--- src/rtl/als_spi_responder_pkg.sv ---
// Shared constants, state encoding and LFSR step for the ALS SPI responder.
package als_resp_pkg;

  localparam int FRAME_BITS  = 16;
  localparam int LEAD_ZEROS  = 4;
  localparam int DATA_W      = 8;
  localparam int TRAIL_ZEROS = 4;

  localparam logic [DATA_W-1:0] LFSR_SEED = 8'hA5;
  // x^8+x^6+x^5+x^4+1 in shift-left Fibonacci form taps bits 7,5,4,3
  localparam logic [DATA_W-1:0] LFSR_TAPS = 8'b1011_1000;

  localparam logic [1:0] ST_ARM   = 2'd0;
  localparam logic [1:0] ST_IDLE  = 2'd1;
  localparam logic [1:0] ST_SHIFT = 2'd2;

  typedef enum logic [1:0] {
    ARM   = ST_ARM,
    IDLE  = ST_IDLE,
    SHIFT = ST_SHIFT
  } state_e;

  function automatic logic [DATA_W-1:0] lfsr_next(input logic [DATA_W-1:0] cur);
    return {cur[DATA_W-2:0], ^(cur & LFSR_TAPS)};
  endfunction

endpackage

--- src/rtl/als_spi_responder_sync.sv ---
// Multi-flop synchronizer with rise/fall detection; all flops reset to the idle-high level.
module spi_sync_edge #(
  parameter int SYNC_STAGES = 2
) (
  input  logic clk,
  input  logic rst_n,
  input  logic din,
  output logic level,
  output logic rise,
  output logic fall
);

  logic [SYNC_STAGES-1:0] sync_q, sync_d;
  logic                   hist_q, hist_d;

  always_comb begin
    sync_d = {sync_q[SYNC_STAGES-2:0], din};
    hist_d = sync_q[SYNC_STAGES-1];
  end

  always_ff @(posedge clk) begin
    if (!rst_n) begin
      sync_q <= '1;
      hist_q <= 1'b1;
    end else begin
      sync_q <= sync_d;
      hist_q <= hist_d;
    end
  end

  assign level = sync_q[SYNC_STAGES-1];
  assign rise  = sync_q[SYNC_STAGES-1] & ~hist_q;
  assign fall  = ~sync_q[SYNC_STAGES-1] & hist_q;

endmodule

--- src/rtl/als_spi_responder.sv ---
// SPI responder emulating the ambient-light ADC: serves {4'b0, sample, 4'b0} frames on sdo.
// Optional feature macro: ALS_RESP_LFSR_EN (stale samples replaced by an LFSR pattern).
import als_resp_pkg::*;

module als_spi_responder #(
  parameter int SYNC_STAGES = 2
) (
  input  logic       clk,
  input  logic       rst_n,
  input  logic       ncs,
  input  logic       sck,
  output logic       sdo,
  output logic       sdo_oe,
  input  logic [7:0] sample_data,
  input  logic       sample_valid,
  output logic       sample_ready,
  output logic       frame_done,
  output logic       frame_err
);

  localparam logic [1:0] ARM_WAIT = 2'(SYNC_STAGES);

  logic ncs_s, ncs_rise, ncs_fall;
  logic sck_s_unused, sck_rise_unused, sck_fall;

  spi_sync_edge #(.SYNC_STAGES(SYNC_STAGES)) u_ncs_sync (
    .clk   (clk),
    .rst_n (rst_n),
    .din   (ncs),
    .level (ncs_s),
    .rise  (ncs_rise),
    .fall  (ncs_fall)
  );

  spi_sync_edge #(.SYNC_STAGES(SYNC_STAGES)) u_sck_sync (
    .clk   (clk),
    .rst_n (rst_n),
    .din   (sck),
    .level (sck_s_unused),
    .rise  (sck_rise_unused),
    .fall  (sck_fall)
  );

  logic [1:0]            state_q, state_d;
  logic [1:0]            arm_cnt_q, arm_cnt_d;
  logic [FRAME_BITS-1:0] shreg_q, shreg_d;
  logic [4:0]            bit_cnt_q, bit_cnt_d;
  logic [DATA_W-1:0]     hold_q, hold_d;
  logic                  fresh_q, fresh_d;
  logic                  done_q, done_d;
  logic                  err_q, err_d;
  logic [DATA_W-1:0]     load_data;
`ifdef ALS_RESP_LFSR_EN
  logic [DATA_W-1:0]     lfsr_q, lfsr_d;
`endif

  always_comb begin
    state_d   = state_q;
    arm_cnt_d = arm_cnt_q;
    shreg_d   = shreg_q;
    bit_cnt_d = bit_cnt_q;
    hold_d    = hold_q;
    fresh_d   = fresh_q;
    done_d    = 1'b0;
    err_d     = 1'b0;
`ifdef ALS_RESP_LFSR_EN
    lfsr_d    = lfsr_q;
    load_data = sample_valid ? sample_data : (fresh_q ? hold_q : lfsr_q);
`else
    load_data = sample_valid ? sample_data : hold_q;
`endif

    if (sample_valid) begin
      hold_d  = sample_data;
      fresh_d = 1'b1;
    end

    case (state_q)
      // The synchronizer holds its reset value for a few cycles, so wait for it
      // to carry real pin data before trusting a high ncs.
      ST_ARM: begin
        if (arm_cnt_q != ARM_WAIT) begin
          arm_cnt_d = arm_cnt_q + 2'd1;
        end else if (ncs_s) begin
          state_d = ST_IDLE;
        end
      end
      ST_IDLE: begin
        if (ncs_fall) begin
          shreg_d   = {{LEAD_ZEROS{1'b0}}, load_data, {TRAIL_ZEROS{1'b0}}};
          bit_cnt_d = '0;
          fresh_d   = 1'b0;
          state_d   = ST_SHIFT;
`ifdef ALS_RESP_LFSR_EN
          lfsr_d    = lfsr_next(lfsr_q);
`endif
        end
      end
      ST_SHIFT: begin
        if (ncs_rise) begin
          done_d  = (bit_cnt_q >= 5'd15);
          err_d   = (bit_cnt_q < 5'd15);
          state_d = ST_IDLE;
        end else if (sck_fall) begin
          shreg_d = {shreg_q[FRAME_BITS-2:0], 1'b0};
          if (bit_cnt_q != 5'(FRAME_BITS)) begin
            bit_cnt_d = bit_cnt_q + 5'd1;
          end
        end
      end
      default: state_d = ST_ARM;
    endcase
  end

  always_ff @(posedge clk) begin
    if (!rst_n) begin
      state_q   <= ST_ARM;
      arm_cnt_q <= '0;
      shreg_q   <= '0;
      bit_cnt_q <= '0;
      hold_q    <= '0;
      fresh_q   <= 1'b0;
      done_q    <= 1'b0;
      err_q     <= 1'b0;
`ifdef ALS_RESP_LFSR_EN
      lfsr_q    <= LFSR_SEED;
`endif
    end else begin
      state_q   <= state_d;
      arm_cnt_q <= arm_cnt_d;
      shreg_q   <= shreg_d;
      bit_cnt_q <= bit_cnt_d;
      hold_q    <= hold_d;
      fresh_q   <= fresh_d;
      done_q    <= done_d;
      err_q     <= err_d;
`ifdef ALS_RESP_LFSR_EN
      lfsr_q    <= lfsr_d;
`endif
    end
  end

  assign sdo_oe       = (state_q == ST_SHIFT);
  assign sdo          = (state_q == ST_SHIFT) & shreg_q[FRAME_BITS-1];
  assign sample_ready = 1'b1;
  assign frame_done   = done_q;
  assign frame_err    = err_q;

endmodule

--- config.mk ---
export PLATFORM = sky130hd
export DESIGN_NAME = als_spi_responder
export DESIGN_NICKNAME = d
export VERILOG_FILES = /design/src/rtl/als_spi_responder_pkg.sv /design/src/rtl/als_spi_responder_sync.sv /design/src/rtl/als_spi_responder.sv
export SDC_FILE = /design/constraint.sdc
export NUM_CORES = 1
export LEC_CHECK = 0
export ABC_AREA = 0
export BUFFER_PORTS_ARGS = -buffer_cell sky130_fd_sc_hd__buf_2
export CORE_MARGIN = 3
export CORE_UTILIZATION = 47
export DETAILED_ROUTE_END_ITERATION = 10
export HOLD_SLACK_MARGIN = 0.06
export PLACE_DENSITY_LB_ADDON = 0.3
export SYNTH_ARGS = -nofsm -noshare
export SYNTH_HDL_FRONTEND = slang
export SYNTH_HIERARCHICAL = 1
export SYNTH_SLANG_ARGS = --single-unit
--- constraint.sdc ---
create_clock -name clk -period 3.1 [get_ports clk]
set_input_delay 0.31 -clock clk [delete_from_list [all_inputs] [get_ports clk]]
set_output_delay 0.31 -clock clk [all_outputs]
set_load 0.01 [all_outputs]
# After elaboration in Yosys (flattened, before gate mapping)
# Cells that the tools add are included.
# totals
reg_bits,41
word_cells,55
output_inout_bits,5
inputBits,13
# op_classes
order_cmp,2
mux,15
n_reduce_logical,7
eq_ne,11
bitwise_logic,7
add_sub_neg,2
# op_table
op,n
16-bit two-way mux,3
16-bit one-hot mux with 2 select lines,1
5-bit two-way mux,4
5-bit one-hot mux with 2 select lines,1
2-bit two-way mux,4
8-bit two-way mux,1
"2-bit by 1-bit != test with 1-bit output, second input constant",4
"2-bit != test, second input constant",4
4-bit AND reduction,2
2-bit one-hot mux with 3 select lines,1
"5-bit by 1-bit adder with 5-bit output, second input constant",1
"5-bit by 4-bit greater-or-equal comparator with 1-bit output, second input constant",1
"5-bit by 4-bit less-than comparator with 1-bit output, second input constant",1
"5-bit != test, second input constant",1
5-bit AND reduction,1
1-bit bitwise AND,4
1-bit NOT,3
3-bit AND reduction,1
"2-bit by 1-bit adder with 2-bit output, second input constant",1
"2-bit by 1-bit equality test with 1-bit output, second input constant",1
"2-bit equality test, second input constant",1
2-bit zero test,1
2-bit AND reduction,1
2-bit nonzero test,1

# Depth between registers and ports, before layout
# Gate-level depths: netlist (run 1).
# depth
ltp_word,5
mapped_depth,5
mapped_depth_nobuf,5

# Cells and area by module
# Netlist (run 1), hierarchy kept.
# by_module_without_submodules
mod,seq_area_each_um2,area_per_inst_um2,cells_each,instances
als_spi_responder,620.6,1435.1,160,1
spi_sync_edge,60.1,91.3,8,2

# Worst setup path after synthesis (run 1)
# No wires, ideal clock.
# synth_timing
kind,register to register
start,register u_ncs_sync.sync_q[1]
end,register shreg_q[10]
setup_time_ps,116
period_less_slack_ps,1415
arrival_ps,1298
path_stages_with_launch,6
n_path_buf,1
setup_slack_ps,1685
required_time_ps,2984
cell_sequence,dfxtp_1 nor2b_1 nand4bb_1 buf_2 nand2_1 a41o_1
# synth_between
elab_cells_between_ends,6
classes_between,eq/ne: 2; bitwise: 3; reduce/logical: 1
# synth_lines
item,line_no,source
start: declaration,als_spi_responder_sync.sv:13,"logic [SYNC_STAGES-1:0] sync_q, sync_d;"
start signal: assignment,als_spi_responder_sync.sv:26,sync_q <= sync_d;
1-bit bitwise AND,als_spi_responder_sync.sv:32,assign rise = sync_q[SYNC_STAGES-1] & ~hist_q;
named net ncs_rise,als_spi_responder.sv:23,"logic ncs_s, ncs_rise, ncs_fall;"
2-bit != test (no source line),-,
4-bit AND reduction (no source line),-,
end signal: assignment,als_spi_responder.sv:131,shreg_q <= shreg_d;
end: declaration,als_spi_responder.sv:46,"logic [FRAME_BITS-1:0] shreg_q, shreg_d;"
# The timed path passes the listed nets, and every way through them passes these cells.
# A chain may end at the register's enable or synchronous reset.

# Worst setup path after layout (run 1)
# layout_timing
start,register state_q[0]
end,output sdo
# layout_between
elab_chain_cells,2
# layout_rtl
item,line_no,source
start: declaration,als_spi_responder.sv:44,"logic [1:0] state_q, state_d;"
start signal: assignment,als_spi_responder.sv:129,state_q <= state_d;
2-bit equality test,als_spi_responder.sv:144,assign sdo = (state_q == ST_SHIFT) & shreg_q[FRAME_BITS-1];
1-bit bitwise AND,als_spi_responder.sv:144,
end: declaration,als_spi_responder.sv:12,"output logic sdo,"
# Every way passes these cells.

==> reports/qor.txt, run 1 <==
Total global-route track usage = 16.3%
RSZ-0062 raised after global routing = no
Clock Skew = 0.00968 ns
Final Instance Count excl. Fillers = 232
Worst-Skew Late Latency = 0.34 ns
Placer congestion estimate = 0.805
Final Power = 0.880 mW
Average size of a mapped cell = 9.21 um^2
Row cnt = 20
Root Driver = clkbuf_4
PwrDens = 501 nW/um^2
Register area = 741 um^2
CTS tree = yes
FMAX = 454 MHz
DRC Markers = 0
Hold_sp = ncs
Cell area after synthesis = 1610 um^2
Critical Setup Path Class = flip-flop to output pin
RR Endpoint = shreg_q[8]
Syn-to-layout area delta = 9.01%
Pleak = 0.765 nW
Vias in the first global route = 1212
Initial antenna violation count = 0
Class of the worst hold path = input port to flip-flop
Cts bufs inserted = 5
FF-to-FF Start = u_ncs_sync/sync_q[1]
Relative slew margins = 55.8%
Fill cells = 303
Detail Placement HPWL = 2170 um
Total gr overflow = 0
Multi-input logic area = 788 um^2
Vias per cell = 5.40
Fin crit period = 2.20 ns
H-tree depth = 2
Largest net degree at the start of global routing = 28
Synth Warn # = 6
Clk sink count = 37
Fin. Hold Viols = 0
Post-CTS Setup Bufs = 0
Initial core utilization = 51.1%
Final ANT Viol Nets = 0
Status = finished, final reports clean
IO Port Bufs = 16
Max-slew violations = 0
Period utilization = 71.0%
CP Capture Type = output pin
CP startpoint = state_q[0]
Hold_buf cts = 0
Antenna cells = 0
Die area = 4170 um^2
Placed Instances = 225
Setup TNS = 0 ns
Max Buffers Root-to-Sink = 2
DP Area = 1700 um^2
Mapped Cells = 175
Final instance area = 1760 um^2
Chip Width = 64.6 um
Setup Viol. Count Final = 0
WL final = 3030 um
Arrival @ worst endpoint = 1.89 ns
Register-to-Register Setup Slack = 1.34 ns
Clock transition at path regs = 0.09 ns
Wire per inst = 13.0 um
Die Ht = 64.6 um
Drt pass-1 iters = 4
Least-Margin Pin Slew = 0.662 ns
PostCTS Resize Cnt = 0
Final Net Count = 205
Core area = 3150 um^2
Via count = 1253
Critical path startpoint category = flip-flop
IO Count = 18
Worst IR Drop VDD = 0.316 mV
Worst Hold End = u_ncs_sync/sync_q[0]
Maxcap violations = 0
Global-route wire length before repair = 5290 um
CP Max Fanout = 16
Share of layout cells above drive strength 1 = 13.8%
Worst Hold Depth = 2
DR iter-0 viols = 65
Worst reg2reg path depth = 4
Worst EP required = 2.79 ns
Post-synthesis net count = 192
[through the flow]
step	hold slack, ns	setup WS [ns]	util, %
2_1_floorplan	0.383	1.69	-
3_3_place_gp	0.396	1.37	54.0
3_5_place_dp	0.398	1.26	54.0
4_1_cts	0.147	0.889	55.7
5_1_grt	0.156	0.770	55.7
6_report	0.157	0.898	55.7
[metal layers]
layer	global-route usage, %	vias up	share of wire [%]
li1	-	642	-
met1	19.2	569	46
met2	27.3	34	46
met3	5.03	8	5.9
met4	7.12	0	1.6
met5	0	-	0
[power by group]
part	leakage, nW	internal [mW]	switching, mW
logic	0.432	0.0543	0.0604
registers	0.302	0.501	0.0156
clock network	0.0314	0.107	0.141
total	0.765	0.663	0.217
[worst max-delay path by stage]
stage	endpoint
finish	sdo
detailed placement	sdo
floorplan	shreg_q[10]
global placement	sdo
global route	sdo
CTS	sdo
[worst max-delay path: stages (launching register included)]
cell,delay [ns]
dfxtp_1,0.44
nand2b_1,0.52
inv_2,0.26
and2_1,0.22
buf_2,0.13
[area by class of cell]
class,instances,share of cell area (%)
tap,44,3.13
timing repair buffer,17,4.99
inverter,8,1.71
multi-input combinational,119,44.9
clock buffer,7,3.13
sequential,37,42.2
[cell usage in the layout, fill, tap and decap left out, types with 2 or more instances in the layout]
cell       count
dfxtp_1       37
nand2_1       16
buf_2         16
nand2b_1      13
nor2_1        10
mux2i_1        8
nor3_1         8
inv_1          7
nand3_1        6
o22ai_1        5
a21oi_1        5
a41o_1         5
clkbuf_4       5
and2_1         4
nor2b_1        4
o211ai_1       4
ha_1           4
a211oi_1       3
and3_1         2
nand4bb_1      2
nand3b_1       2
o32ai_1        2
mux2_2         2
[flip-flops by register name, indices dropped and copies added (netlist names)]
name	flops
shreg_q	12
hold_q	8
bit_cnt_q	5
arm_cnt_q	2
state_q	2
u_ncs_sync/sync_q	2
u_sck_sync/sync_q	2
frame_done	1
frame_err	1
u_ncs_sync/hist_q	1
u_sck_sync/hist_q	1
Note: power is estimated with default switching activity, not from simulation.
==> inputs of run 2 (changes only) <==
==> constraint.sdc (replaced) <==
create_clock -name clk -period 2.1 [get_ports clk]
set_input_delay 0.21 -clock clk [delete_from_list [all_inputs] [get_ports clk]]
set_output_delay 0.21 -clock clk [all_outputs]
set_load 0.01 [all_outputs]
==> run 2 against run 1 <==
Combinational power increased by 50%; register-to-register slack got worse by 1.0 ns; highest routed layer unchanged; non-clock buffer count rose by 3; design area grew 2.4%; utilization grew 1.3 points; setup slack worse by 0.61 ns; clock-buffer cell count stayed put; clock skew shrank 0.0054 ns.
==> reports/qor.txt, run 2 (synthesis gave the netlist of run 1 again) <==
DR iter-0 viols = 86
Initial core utilization = 51.1%
PostCTS Resize Cnt = 0
Via count = 1297
Share of layout cells above drive strength 1 = 15.1%
Global-route wire length before repair = 5460 um
Int Pwr = 1.02 mW
Final instance area = 1800 um^2
Period utilization = 86.5%
Antenna cells = 0
Least-Margin Pin Slew = 0.638 ns
Sw Pwr = 0.338 mW
Relative slew margins = 57.4%
Die area = 4170 um^2
Post-CTS Setup Bufs = 0
Max-slew violations = 0
Worst EP required = 1.89 ns
Setup Viol. Count Final = 0
Critical Setup Path Class = flip-flop to output pin
Arrival @ worst endpoint = 1.61 ns
Total gr overflow = 0
Root Driver = clkbuf_4
Hold_sp = sample_data[6]
Status = finished, final reports clean
Max Buffers Root-to-Sink = 2
DP Area = 1710 um^2
Clock Skew = 0.00425 ns
Chip Width = 64.6 um
Core area = 3150 um^2
Vias per cell = 5.50
Critical path startpoint category = flip-flop
Largest net degree at the start of global routing = 28
Maxcap violations = 0
Clk sink count = 37
Final Instance Count excl. Fillers = 236
Worst-Skew Late Latency = 0.33 ns
Switch share = 24.9%
Placed Instances = 226
Final Power = 1.36 mW
Pleak = 0.788 nW
WL final = 3090 um
Initial antenna violation count = 0
IO Port Bufs = 16
Largest register by flop count = shreg_q
Clk pwr share = 30.9%
Clock transition at path regs = 0.11 ns
Detail Placement HPWL = 2200 um
Fin. Hold Viols = 0
Final ANT Viol Nets = 0
CP Capture Type = output pin
Cts bufs inserted = 5
Wire per inst = 13.1 um
Vias in the first global route = 1244
Commonest non-fill, non-tap cell in the layout = dfxtp_1
RSZ-0062 raised after global routing = no
Sequential Power Share = 56.3%
Fill cells = 297
Row cnt = 20
Setup TNS = 0 ns
PwrDens = 753 nW/um^2
Final design utilization = 57.1%
Total global-route track usage = 16.9%
CTS tree = yes
IO Count = 18
Final Net Count = 208
CP startpoint = state_q[0]
Syn-to-layout area delta = 11.6%
DRC Markers = 0
Worst IR Drop VDD = 0.561 mV
Max reg flops = 12
FMAX = 551 MHz
Gate power share = 12.8%
Placer congestion estimate = 0.751
Hold_buf cts = 2
H-tree depth = 2
Biggest regs = shreg_q x12, hold_q x8, bit_cnt_q x5
FF-to-FF Start = u_ncs_sync/sync_q[1]
Die Ht = 64.6 um
Most frequent cells in the layout = 37 x dfxtp_1, 16 x nand2_1, 16 x buf_2, 13 x nand2b_1, 10 x nor2_1
Class of the worst hold path = input port to flip-flop
Fin crit period = 1.82 ns
Drt pass-1 iters = 4
CP Max Fanout = 16
[run 2: cell types whose count changed in the layout (fill, tap and decap cells not counted), sizes merged]
cell,change
buf,+1
clkinv,+1
dlygate4sd3,+2
[run 2: area by class of cell]
| type | instances | area (um^2) | area share (%) |
|---|---|---|---|
| sequential | 37 | 741 | 41.2 |
| inverter | 8 | 30.0 | 1.67 |
| clock buffer | 7 | 65.1 | 3.62 |
| multi-input combinational | 119 | 788 | 43.8 |
| tap | 44 | 55.1 | 3.06 |
| timing repair buffer | 20 | 115 | 6.40 |
| clock inverter | 1 | 5.00 | 0.278 |
[run 2: layer usage]
metal	vias to the layer above	global-route usage [%]	part of all wire (%)
met5	-	0	0
met4	0	6.86	1.1
met3	6	5.03	4.9
met2	27	28.1	49
met1	613	20.3	45
li1	651	-	-
[run 2: path summary, 6_finish.rpt]
| kind | endpoint | slack [ns] | cells past startpoint |
|---|---|---|---|
| worst min register to register | u_ncs_sync/sync_q[1] | 0.43 | 1 |
| worst max-delay path | sdo | 0.28 | 4 |
| worst max register to register | shreg_q[9] | 0.34 | 4 |
| worst min-delay path | hold_q[6] | 0.13 | 3 |
[run 2: stage by stage]
step / setup WS (ns) / hold slack (ns)
final: 0.284 / 0.135
after global routing: 0.178 / 0.142
after CTS: 0.288 / 0.132
after detailed placement: 0.374 / 0.403
after global placement: 0.502 / 0.392
after floorplan: 0.685 / 0.283
[run 2: power by group through the flow]
stage	combinational, mW	clock (mW)	sequential [mW]
final	0.173	0.419	0.764
after global routing	0.201	0.468	0.771
after CTS	0.175	0.432	0.763
after detailed placement	0.171	0	0.780
after global placement	0.164	0	0.778
after floorplan	0.137	0	0.774
[run 2: critical path, stage by stage, from the launching register on]
cell      delay (ns)
dfxtp_1         0.45
nand2b_1        0.31
inv_2           0.20
and2_1          0.19
buf_2           0.13
